### src/rtl/fft_sched_if.sv
// Handshake and address bus between the FFT scheduler and the top-level
// record/play controller. The controller side is the master; the scheduler
// side is the slave.
interface fft_sched_if #(
  parameter int LOG2N = 10
) ();
  logic             Start;
  logic             Ack;
  logic             Hold;
  logic             rd_en;
  logic [LOG2N-1:0] i_top;
  logic [LOG2N-1:0] i_bot;
  logic [LOG2N-2:0] tw_idx;
  logic             wr_en;
  logic [LOG2N-1:0] wr_top;
  logic [LOG2N-1:0] wr_bot;
  logic [3:0]       stage;
  logic             Busy;
  logic             Done;

  modport master (
    output Start, Ack, Hold,
    input  rd_en, i_top, i_bot, tw_idx, wr_en, wr_top, wr_bot, stage, Busy, Done
  );

  modport slave (
    input  Start, Ack, Hold,
    output rd_en, i_top, i_bot, tw_idx, wr_en, wr_top, wr_bot, stage, Busy, Done
  );
endinterface

### src/rtl/fft_sched.sv
// In-place radix-2 DIT scheduler: walks every stage and butterfly of an
// N-point transform, issues read addresses and twiddle indices, and replays
// each issue as a write-back strobe PIPE_LAT cycles later.
module fft_sched #(
  parameter int LOG2N    = 10,
  parameter int PIPE_LAT = 2
) (
  input  logic        Clk,
  input  logic        Reset_n,
  fft_sched_if.slave  bus
);

  localparam int BW = LOG2N - 1;
  localparam int DW = (PIPE_LAT > 1) ? $clog2(PIPE_LAT) : 1;

  localparam logic [BW-1:0] LAST_B = '1;
  localparam logic [3:0]    LAST_S = 4'(LOG2N - 1);
  localparam logic [DW-1:0] LAST_D = DW'(PIPE_LAT - 1);

  typedef enum logic [3:0] {
    IDLE  = 4'b0001,
    RUN   = 4'b0010,
    DRAIN = 4'b0100,
    DONE  = 4'b1000
  } state_t;

  state_t          state;
  logic [3:0]      s;
  logic [BW-1:0]   b;
  logic [DW-1:0]   d;

  logic [LOG2N-1:0] mask;
  logic [LOG2N-1:0] b_ext;
  logic [LOG2N-1:0] top_c;
  logic [LOG2N-1:0] bot_c;
  logic [BW-1:0]    tw_c;

  // Butterfly addressing: insert a zero at bit s of b for the top operand,
  // set that bit for the bottom one; twiddle is the low s bits scaled up.
  always_comb begin
    // NOTE: every signal here is assigned on every pass, so no latch can form.
    mask  = (LOG2N'(1) << s) - LOG2N'(1);
    b_ext = {1'b0, b};
    top_c = ((b_ext & ~mask) << 1) | (b_ext & mask);
    bot_c = top_c | (LOG2N'(1) << s);
    tw_c  = (b & mask[BW-1:0]) << (4'(LOG2N - 1) - s);
  end

  // Control FSM with registered issue, status and address outputs.
  always_ff @(posedge Clk or negedge Reset_n) begin
    if (!Reset_n) begin
      state      <= IDLE;
      s          <= '0;
      b          <= '0;
      d          <= '0;
      bus.rd_en  <= 1'b0;
      bus.i_top  <= '0;
      bus.i_bot  <= '0;
      bus.tw_idx <= '0;
      bus.Busy   <= 1'b0;
      bus.Done   <= 1'b0;
    end else begin
      // NOTE: non-blocking assignments let every register sample pre-edge values.
      bus.rd_en <= 1'b0;
      case (state)
        IDLE: begin
          s <= '0;
          b <= '0;
          d <= '0;
          if (bus.Start) begin
            state    <= RUN;
            bus.Busy <= 1'b1;
          end
        end
        RUN: begin
          if (!bus.Hold) begin
            bus.rd_en  <= 1'b1;
            bus.i_top  <= top_c;
            bus.i_bot  <= bot_c;
            bus.tw_idx <= tw_c;
            // b wraps to zero after the last butterfly, ready for the next stage.
            b <= b + 1'b1;
            if (b == LAST_B) begin
              state <= DRAIN;
              d     <= '0;
            end
          end
        end
        DRAIN: begin
          // Let every write of this stage land before the next stage reads.
          if (d == LAST_D) begin
            d <= '0;
            if (s < LAST_S) begin
              s     <= s + 4'd1;
              state <= RUN;
            end else begin
              state    <= DONE;
              bus.Busy <= 1'b0;
            end
          end else begin
            d <= d + 1'b1;
          end
        end
        DONE: begin
          // Done shows one cycle after entry; Ack counts only once it is visible.
          bus.Done <= 1'b1;
          if (bus.Done && bus.Ack) begin
            bus.Done <= 1'b0;
            state    <= IDLE;
          end
        end
        default: begin
          state    <= IDLE;
          bus.Busy <= 1'b0;
          bus.Done <= 1'b0;
        end
      endcase
    end
  end

  assign bus.stage = s;

  logic             pipe_v   [PIPE_LAT];
  logic [LOG2N-1:0] pipe_top [PIPE_LAT];
  logic [LOG2N-1:0] pipe_bot [PIPE_LAT];

  // Write-back delay line; shifts every cycle irrespective of state or Hold.
  always_ff @(posedge Clk or negedge Reset_n) begin
    if (!Reset_n) begin
      // NOTE: address fields are reset too so wr_top/wr_bot read 0; this is a short register chain, not a RAM.
      for (int i = 0; i < PIPE_LAT; i++) begin
        pipe_v[i]   <= 1'b0;
        pipe_top[i] <= '0;
        pipe_bot[i] <= '0;
      end
    end else begin
      pipe_v[0]   <= bus.rd_en;
      pipe_top[0] <= bus.i_top;
      pipe_bot[0] <= bus.i_bot;
      for (int i = 1; i < PIPE_LAT; i++) begin
        pipe_v[i]   <= pipe_v[i-1];
        pipe_top[i] <= pipe_top[i-1];
        pipe_bot[i] <= pipe_bot[i-1];
      end
    end
  end

  assign bus.wr_en  = pipe_v[PIPE_LAT-1];
  assign bus.wr_top = pipe_top[PIPE_LAT-1];
  assign bus.wr_bot = pipe_bot[PIPE_LAT-1];

endmodule

### src/flat_wrapper.sv
// flat-port wrapper written by rule: the top's interface ports become plain ports
module fft_sched_flat 
#(
  parameter int LOG2N    = 10,
  parameter int PIPE_LAT = 2
)
  (Clk, Reset_n, bus_Start, bus_Ack, bus_Hold, bus_rd_en, bus_i_top, bus_i_bot, bus_tw_idx, bus_wr_en, bus_wr_top, bus_wr_bot, bus_stage, bus_Busy, bus_Done);
  fft_sched_if #(.LOG2N(LOG2N)) bus_i ();
  input  logic Clk;
  input  logic Reset_n;
  input wire logic [$bits(bus_i.Start)-1:0] bus_Start;
  input wire logic [$bits(bus_i.Ack)-1:0] bus_Ack;
  input wire logic [$bits(bus_i.Hold)-1:0] bus_Hold;
  output wire logic [$bits(bus_i.rd_en)-1:0] bus_rd_en;
  output wire logic [$bits(bus_i.i_top)-1:0] bus_i_top;
  output wire logic [$bits(bus_i.i_bot)-1:0] bus_i_bot;
  output wire logic [$bits(bus_i.tw_idx)-1:0] bus_tw_idx;
  output wire logic [$bits(bus_i.wr_en)-1:0] bus_wr_en;
  output wire logic [$bits(bus_i.wr_top)-1:0] bus_wr_top;
  output wire logic [$bits(bus_i.wr_bot)-1:0] bus_wr_bot;
  output wire logic [$bits(bus_i.stage)-1:0] bus_stage;
  output wire logic [$bits(bus_i.Busy)-1:0] bus_Busy;
  output wire logic [$bits(bus_i.Done)-1:0] bus_Done;
  assign bus_i.Start = bus_Start;
  assign bus_i.Ack = bus_Ack;
  assign bus_i.Hold = bus_Hold;
  assign bus_rd_en = bus_i.rd_en;
  assign bus_i_top = bus_i.i_top;
  assign bus_i_bot = bus_i.i_bot;
  assign bus_tw_idx = bus_i.tw_idx;
  assign bus_wr_en = bus_i.wr_en;
  assign bus_wr_top = bus_i.wr_top;
  assign bus_wr_bot = bus_i.wr_bot;
  assign bus_stage = bus_i.stage;
  assign bus_Busy = bus_i.Busy;
  assign bus_Done = bus_i.Done;
  fft_sched #(.LOG2N(LOG2N), .PIPE_LAT(PIPE_LAT)) u_core (.Clk(Clk), .Reset_n(Reset_n), .bus(bus_i));
endmodule
### config.mk
export PLATFORM = sky130hd
export DESIGN_NAME = fft_sched_flat
export DESIGN_NICKNAME = d
export VERILOG_FILES = /design/src/rtl/fft_sched_if.sv /design/src/rtl/fft_sched.sv /design/src/flat_wrapper.sv
export SDC_FILE = /design/constraint.sdc
export NUM_CORES = 1
export LEC_CHECK = 0
export ABC_AREA = 0
export CORE_MARGIN = 3
export CORE_UTILIZATION = 50
export DETAILED_ROUTE_END_ITERATION = 6
export GPL_ROUTABILITY_DRIVEN = 1
export GPL_TIMING_DRIVEN = 0
export PLACE_DENSITY = 0.82
export SETUP_SLACK_MARGIN = 0.3
export SLEW_MARGIN = 30
export SYNTH_ARGS = -nofsm -noshare
export SYNTH_HDL_FRONTEND = slang
export SYNTH_SLANG_ARGS = --single-unit
### constraint.sdc
create_clock -name Clk -period 2.9 [get_ports Clk]
set_clock_uncertainty 0.05 [all_clocks]
set_input_delay 0.725 -clock Clk [delete_from_list [all_inputs] [get_ports Clk]]
set_output_delay 0.725 -clock Clk [all_outputs]
set_load 0.005 [all_outputs]
==> flow_summary.yaml, run 1 <==
run_status:
  outcome: "completed"
sta:
  setup_viol: 0
  holdWs_ps: 162
  slew_viol_final: 0
  hold_violations: 0
  timing.slew.headroom_pct: 62.8
  fin_crit_sh_pct: 93.6
  grt_setup_unrepaired: "yes"
  fin_crit_ps: 2710
  worst_slew_pin_slew_ps: 551
  fmax_mhz: 368
critical_path:
  crit_path_start_kind: "register"
  worstPathRequired_ps: 3070
  worstSetupPathType: "reg2reg"
  rrSetupSlack_ps: 190
  timing.rr.end: "u_core.bus.tw_idx[8]"
  rr_worst_depth: 11
  crit_fanout: 10
  crit_path_end_kind: "register"
  crit_arrival_ps: 2880
  r2r-start: "u_core.bus.stage[3]"
placement:
  portBuffers: 61
  dp_hpwl_um: 8050
  gp_congestion: 0.919
grt:
  grt_usage_pct: 23.2
  first_global_vias: 3715
  antenna_found_initial: 0
  grt_pass1_wl_um: 18500
  grt_max_degree: 67
  grt-ovfl-total: 0
synth:
  synthMuxAreaShare_pct: 2.11
  synth_edf_count: 0
  postSynthCellCount: 426
  yosys.cell_types.count: 75
  yosys.area_share.simple_pct: 17.3
  synth-compound-area-share_pct: 18.2
  ys.flop_type: "dfrtp_1"
  synth_warnings: 0
  synth_xor_area_share_pct: 1.16
  synth-seq-cells: 92
  synthesis.area_mm2: 0.00451
  synthAdderAreaFrac_pct: 3.05
  synth_top_family_by_area: "compound AO/OA/AOI/OAI gates"
  synthArstFlopShare_pct: 100
  syn_avg_cell_area_um2: 10.6
  syn_nets: 442
  ys_seq_area_share_pct: 51.1
cells_and_area:
  syn_to_final_growth_pct: 33.1
  post_route_cells_drive_above_1_share_pct: 24.0
  diodes: 0
  layout_common_cells: "dfrtp_1, clkdlybuf4s50_1, buf_4, nand2_1, nor2_1"
  final_common_cell: "dfrtp_1"
  fin_nets: 545
routing:
  drc_errors: 0
  num_vias: 3789
  wire_per_inst_um: 18.2
  via_per_inst: 5.90
  final_antenna_net_count: 0
  routed_wl_um: 11700
  drt_iter0_drc: 274
  first_pass_iters: 5
floorplan:
  die_x_um: 101
  dieArea_mm2: 0.0102
  start_util_pct: 51.5
  core_area_mm2: 0.00876
  row_count: 34
  io_pins: 62
  dieHeight_um: 101
power:
  p_leak_nw: 2.54
  power.density_mw_per_mm2: 609
  total_power_mw: 3.66
  irDropWorstVdd_mv: 0.317
worst_hold_path:
  hold_path.class: "in2async"
clocking:
  clock_latency_ps: 370
  cts_buffers: 9
  root_buffer: "clkbuf_8"
  cts.clk_slew.worst_paths_ps: 110
  cts.htree.levels: 3
  cts_hold_buffers: 0
  cts_max_path_buffers: 2
  clock_sinks: 92
  cts_tree: "yes"
job:
  drv_cap: 0
## layout make-up
type	count	area [µm²]
fillers	655	2760
flip-flops and latches	92	2310
multi-input cells	275	2090
repair buffers	92	875
plain buffers	48	362
well taps	108	135
clock buffers	10	128
clock inverters	6	56.3
inverters	11	53.8
## routing by layer
| layer | wire [µm] | track usage (%) | vias to the layer above |
|---|---|---|---|
| met2 | 6020 | 40.5 | 152 |
| met5 | 0 | 0 | - |
| met3 | 723 | 4.15 | 30 |
| met1 | 4620 | 28.1 | 1869 |
| met4 | 303 | 9.92 | 0 |
| li1 | - | - | 1738 |
## flip-flops by register name (all words and copies together), names as in the netlist
name               flops
u_core.bus.wr_bot     10
u_core.d               1
u_core.bus.wr_top     10
u_core.bus.tw_idx      9
u_core.state           4
u_core.bus.rd_en       1
u_core.bus.i_top      10
u_core.pipe_v          1
u_core.bus.stage       4
u_core.bus.wr_en       1
u_core.pipe_bot       10
u_core.pipe_top       10
u_core.bus.Busy        1
u_core.bus.i_bot      10
u_core.b               9
u_core.bus.Done        1
## worst max path at each step
| stage | to | from | depth (start not counted) | slack [ps] |
|---|---|---|---|---|
| 2_1_floorplan | u_core.bus.tw_idx[6] | u_core.bus.stage[0] | 12 | 300 |
| 3_3_place_gp | u_core.bus.stage[0] | Reset_n | 1 | -2420 |
| 3_5_place_dp | u_core.bus.tw_idx[6] | u_core.bus.stage[0] | 12 | -40 |
| 4_1_cts | u_core.bus.tw_idx[8] | u_core.bus.stage[1] | 13 | 200 |
| 5_1_grt | u_core.bus.tw_idx[6] | u_core.bus.stage[2] | 9 | 100 |
| 6_report | u_core.bus.tw_idx[8] | u_core.bus.stage[3] | 11 | 190 |
## power by group
group          total [mW]  switching [mW]  internal [mW]  leakage, nW
clock network       0.839           0.507          0.332       0.0913
registers            1.76           0.167           1.59         1.19
logic                1.06           0.458          0.600         1.25
## metrics by stage
stage               worst slack [ps]  instance area [µm²]  util [%]  setup TNS, ps  cells
CTS                              200                 5820      66.4              0    630
finish                           185                 6010      68.5              0    642
detailed placement             -41.8                 5410      61.7          -99.4    596
global route                    99.5                 6010      68.5              0    642
floorplan                        302                 4630         -              0    426
global placement               -2420                 5380      61.4        -192450    595
## cells in the mapped netlist (all sizes together), types with 5 or more instances
cell	instances	share of area (%)
dfrtp	91	50
nand2	36	3.0
buf	29	4.5
o21ai	25	2.8
nor2	24	2.1
clkbuf	19	1.6
a21oi	18	2.0
nor2b	16	2.3
a31oi	15	2.2
ha	11	3.1
inv	11	0.97
nand3	11	1.2
nand2b	8	1.1
nor3	6	0.92
or3	6	0.83
a22oi	5	0.83
mux2i	5	1.1
nand4	5	0.69
nor3b	5	1.2
nor4	5	0.97
o31ai	5	0.83
o41ai	5	1.1
## kinds of logic after synthesis
kind of cell    after synthesis
simple gates                139
compound gates              110
flops                        92
buf+inv                      59
fa+ha+maj                    11
mux                           9
xor+xnor                      6
## critical path: stages (launching register included)
cell	delay, ps
dfrtp_1	410
buf_6	140
buf_8	140
buf_8	130
or3_4	420
ha_4	190
clkbuf_16	150
and2_4	130
mux2_4	280
mux2i_4	220
o2bb2ai_4	160
a32oi_2	130
## timing repair
action	in CTS	in global routing
pin swaps	7	15
setup buffers	17	12
endpoints found under the setup margin	20	20
gates cloned	1	0
gates resized for setup	15	21
(Power assumes the default switching activity.)
==> inputs of run 2 (changes only) <==
PLACE_DENSITY = 0.78   (was 0.82)
SETUP_SLACK_MARGIN = not set   (was 0.3)
==> run 2 against run 1 <==
Compared with the run above:
- worst setup slack worse by 130 ps
- clock power down 0.6%
- wire length down 3.8%
- worst hold slack better by 4.5 ps
- first-iteration DRC count down 10%
- sequential cell count unchanged
- clock-buffer cell count unchanged
- sequential power about the same
- core utilization down 3.5 points
- critical path type unchanged
- highest routed layer unchanged
==> flow_summary.yaml, run 2 (same netlist as run 1, synthesis figures left out) <==
critical_path:
  cp_slowest_cell: "or3_4"
  cp_cell_sequence: "buf_6 -> clkinv_8 -> ha_2 -> buf_6 -> inv_1 -> or3_4 -> ha_4 -> nor4bb_1 -> mux2_2 -> o41ai_1 -> o2111ai_1 -> nand3_1"
  crit_family: "simple AND/OR/NAND/NOR gates"
  crit_fanout: 9
  crit_top_cell: "buf_6"
  crit_path_start_kind: "register"
  critPathBufInv: 4
  worstSetupPathType: "reg2reg"
  crit_arrival_ps: 3110
  crit_path_end_kind: "register"
  worstPathRequired_ps: 3160
  max_stage_delay_ps: 430
sta:
  fin_crit_sh_pct: 98.1
  slew_viol_final: 0
  fmax_mhz: 352
  worst_slew_pin_slew_ps: 552
  timing.slew.headroom_pct: 63.2
  holdWs_ps: 167
  fin_crit_ps: 2840
  setup_viol: 0
  hold_violations: 0
power:
  irDropWorstVdd_mv: 0.316
  p_switching_mw: 1.12
  p_sw_share_pct: 30.7
  power.internal_mw: 2.52
  seqPwrFrac_pct: 48.2
  p_clk_share_pct: 22.9
  p_leak_nw: 2.38
  power.density_mw_per_mm2: 639
  combPwrFrac_pct: 28.9
worst_hold_path:
  hold_path.class: "in2async"
clocking:
  cts.htree.levels: 3
  cts_max_path_buffers: 2
  cts.clk_slew.worst_paths_ps: 100
  cts_tree: "yes"
  clock_latency_ps: 380
  cts_buffers: 9
  clock_sinks: 92
  root_buffer: "clkbuf_8"
floorplan:
  row_count: 34
  core_area_mm2: 0.00876
  io_pins: 62
  dieArea_mm2: 0.0102
  start_util_pct: 51.5
  die_x_um: 101
  dieHeight_um: 101
grt:
  first_global_vias: 3514
  grt_usage_pct: 22.8
  grt_pass1_wl_um: 17900
  antenna_found_initial: 0
  grt-ovfl-total: 0
  grt_max_degree: 62
routing:
  first_pass_iters: 5
  via_per_inst: 5.85
  routed_wl_um: 11200
  drc_errors: 0
  drt_iter0_drc: 246
  wire_per_inst_um: 18.0
  num_vias: 3650
  final_antenna_net_count: 0
cells_and_area:
  multi_input_area_mm2: 0.00196
  post_route_cells_drive_above_1_share_pct: 18.6
  register_area_mm2: 0.00231
  syn_to_final_growth_pct: 26.3
  diodes: 0
  final_common_cell: "dfrtp_1"
  layout_common_cells: "dfrtp_1, clkdlybuf4s50_1, nand2_1, buf_4"
  post-route-util_pct: 65.0
  nFillCells: 721
  fin_nets: 527
  design_area_mm2: 0.00570
placement:
  gp_congestion: 0.883
  dp_hpwl_um: 8010
  portBuffers: 61
  dpl-instance-area_mm2: 0.00529
job:
  drv_cap: 0
run_status:
  outcome: "completed"
## run 2: changes by cell type in the layout (fill, tap and decap cells not counted), moves of 2 or more
cell       before  now
a21oi_1        16   18
buf_4          48   34
buf_6           7    5
clkbuf_16       2    0
ha_4            3    1
o21ai_0        21   23
o21ai_1         4    1
## run 2: final cells by class
| class | instances | area share (%) |
|---|---|---|
| Buffer | 48 | 5.73 |
| Clock buffer | 10 | 2.24 |
| Clock inverter | 6 | 0.988 |
| Inverter | 11 | 0.988 |
| Multi-Input combinational cell | 275 | 34.4 |
| Sequential cell | 92 | 40.5 |
| Tap cell | 108 | 2.37 |
| Timing Repair Buffer | 74 | 12.8 |
## run 2: per-layer routing
metal	wire length, µm	vias to the layer above	track usage, %	share of wire [%]
met4	291	0	10.2	2.6
met1	4740	1790	28.5	42
met2	5590	131	38.9	50
li1	-	1695	-	-
met3	604	34	3.60	5.4
met5	0	-	0	0
## run 2: power groups by stage
stage                     Combinational, mW  Clock [mW]  Sequential [mW]
after CTS                              1.06       0.847             1.76
after floorplan                       0.518           0             1.75
after global routing                   1.15       0.910             1.80
after detailed placement               1.06           0             1.79
final                                  1.05       0.834             1.75
after global placement                 1.03           0             1.77
## run 2: final timing paths
path                       cells after the start                   end           startpoint  slack (ps)
setup / recovery                              12  u_core.bus.tw_idx[7]  u_core.bus.stage[1]          60
hold / removal                                 1      u_core.pipe_v[1]              Reset_n         170
hold reg to reg                                0  u_core.bus.wr_top[4]  u_core.pipe_top[14]         290
setup reg to reg                              12  u_core.bus.tw_idx[7]  u_core.bus.stage[1]          60
min in group Clk                               0  u_core.bus.wr_top[4]  u_core.pipe_top[14]         290
max in group asynchronous                      2       u_core.state[0]              Reset_n        2000
## run 2: through the flow
| stage | cells | setup TNS, ps | worst slack [ps] | power [mW] |
|---|---|---|---|---|
| global route | 624 | -12.9 | -11.9 | 3.86 |
| finish | 624 | 0 | 55.2 | 3.64 |
| global placement | 595 | -204600 | -2130 | 2.80 |
| floorplan | 426 | 0 | 5.64 | 2.27 |
| detailed placement | 596 | -10570 | -677 | 2.85 |
| CTS | 616 | 0 | 7.02 | 3.67 |
## run 2: what timing repair did
item,4_1_cts,5_1_grt
hold buffers,0,0
gates resized for setup,24,12
endpoints found under the setup margin,23,14
buffers inserted,4,8
pin swaps,0,4
==> inputs of run 3 (changes only) <==
SLEW_MARGIN = 20   (was 30)
==> run 3 against run 2 <==
Compared with the run above:
- sequential power hardly changed
- non-clock buffer count up 2
- global-route usage decreased by 0.096 points
- sequential share of layout area is 0.053 points lower
- fmax fell by 0.12%
- register-to-register slack hardly changed
- clock-buffer cell count is the same
- largest cell class unchanged
- sequential cell count did not move
- first-iteration DRC count is 9.8% higher
- largest power group unchanged
- critical path type unchanged
==> flow_summary.yaml, run 3 (same netlist as run 1, synthesis figures left out) <==
routing:
  first_pass_iters: 5
  num_vias: 3667
  routed_wl_um: 11400
  final_antenna_net_count: 0
  drc_errors: 0
  wire_per_inst_um: 18.2
  via_per_inst: 5.86
  drt_iter0_drc: 270
floorplan:
  io_pins: 62
  die_x_um: 101
  dieArea_mm2: 0.0102
  dieHeight_um: 101
  start_util_pct: 51.5
  row_count: 34
  core_area_mm2: 0.00876
placement:
  dp_hpwl_um: 8020
  portBuffers: 61
  dpl-instance-area_mm2: 0.00529
  gp_congestion: 0.883
critical_path:
  crit_path_start_kind: "register"
  rrSetupSlack_ps: 50
  crit_family: "buffers and inverters"
  cp_slowest_cell: "dfrtp_2"
  worstPathRequired_ps: 3080
  crit_path_end_kind: "register"
  worstSetupPathType: "reg2reg"
  rr_worst_depth: 13
  r2r-start: "u_core.bus.stage[0]"
  cp_cell_sequence: "inv_2 -> clkbuf_8 -> ha_1 -> buf_6 -> nor3b_4 -> inv_2 -> ha_4 -> clkbuf_8 -> and2_1 -> mux2_4 -> mux2i_4 -> o2bb2ai_2 -> a32oi_1"
  critPathBufInv: 5
  crit_arrival_ps: 3030
  max_stage_delay_ps: 440
  timing.rr.end: "u_core.bus.tw_idx[8]"
  crit_fanout: 10
clocking:
  cts_max_path_buffers: 2
  root_buffer: "clkbuf_8"
  cts_tree: "yes"
  clock_sinks: 92
  cts_hold_buffers: 0
  cts_buffers: 9
  clock_latency_ps: 360
  cts.clk_slew.worst_paths_ps: 100
  cts.htree.levels: 3
power:
  irDropWorstVdd_mv: 0.333
  total_power_mw: 3.64
  power.density_mw_per_mm2: 637
  p_leak_nw: 2.39
cells_and_area:
  register_area_mm2: 0.00231
  fin_nets: 529
  design_area_mm2: 0.00571
  nFillCells: 699
  diodes: 0
  final_common_cell: "dfrtp_1"
  post-route-util_pct: 65.1
  multi_input_area_mm2: 0.00197
  layout_common_cells: "dfrtp_1, clkdlybuf4s50_1, buf_4, nand2_1"
  post_route_cells_drive_above_1_share_pct: 18.9
  syn_to_final_growth_pct: 26.5
grt:
  first_global_vias: 3472
  grt-ovfl-total: 0
  grt_pass1_wl_um: 17900
  grt_max_degree: 62
  grt_usage_pct: 22.7
  antenna_found_initial: 0
sta:
  timing.slew.headroom_pct: 64.2
  setup_viol: 0
  worst_slew_pin_slew_ps: 529
  hold_violations: 0
  slew_viol_final: 0
  fin_crit_sh_pct: 98.2
  fmax_mhz: 351
  fin_crit_ps: 2850
worst_hold_path:
  hold_path.class: "in2async"
run_status:
  outcome: "completed"
job:
  drv_cap: 0
-- run 3: routing by layer --
metal,wire (µm),track usage [%],vias to the layer above
met5,0,0,-
met3,644,4.22,35
met1,4770,29.1,1783
met4,321,8.18,0
met2,5630,38.4,145
li1,-,-,1704
-- run 3: what timing repair did --
action / CTS / global route
pin swaps: 0 / 2
resized for setup: 21 / 12
endpoints found under the setup margin: 23 / 14
buffers inserted: 6 / 8
-- run 3: worst max-delay path by stage --
stage                   startpoint                    to  cells after the start
6_report       u_core.bus.stage[0]  u_core.bus.tw_idx[8]                     13
5_1_grt        u_core.bus.stage[0]  u_core.bus.tw_idx[6]                     13
4_1_cts        u_core.bus.stage[1]  u_core.bus.tw_idx[2]                     13
3_5_place_dp   u_core.bus.stage[0]  u_core.bus.tw_idx[2]                     13
3_3_place_gp               Reset_n       u_core.state[3]                      1
2_1_floorplan  u_core.bus.stage[1]  u_core.bus.tw_idx[2]                     13
-- run 3: power breakdown --
part	switching [mW]	total (mW)	internal [mW]	leakage (nW)
registers	0.165	1.76	1.59	1.19
logic	0.455	1.05	0.599	1.11
clock network	0.496	0.828	0.332	0.0913
-- run 3: metrics by stage --
| stage | TNS (ps) | hold WS (ps) | worst slack [ps] | instances |
|---|---|---|---|---|
| after floorplan | 0 | 281 | 5.64 | 426 |
| after global placement | -204600 | 282 | -2130 | 595 |
| after detailed placement | -10790 | 285 | -697 | 596 |
| after CTS | 0 | 249 | 5.42 | 618 |
| after global routing | -37.5 | 255 | -18.8 | 626 |
| final | 0 | 245 | 51.7 | 626 |
-- run 3: worst register-to-register path, stage by stage, from the launching register on --
cell	delay [ps]
dfrtp_2	440
inv_2	100
clkbuf_8	150
ha_1	210
buf_6	140
nor3b_4	240
inv_2	100
ha_4	170
clkbuf_8	160
and2_1	160
mux2_4	300
mux2i_4	220
o2bb2ai_2	160
a32oi_1	120
-- run 3: final cells by class --
cell class / instances / share of cell area (%)
Clock buffer: 10 / 2.24
Tap cell: 108 / 2.37
Sequential cell: 92 / 40.4
Buffer: 48 / 5.66
Multi-Input combinational cell: 275 / 34.5
Inverter: 11 / 0.811
Timing Repair Buffer: 76 / 13.0
Clock inverter: 6 / 0.987
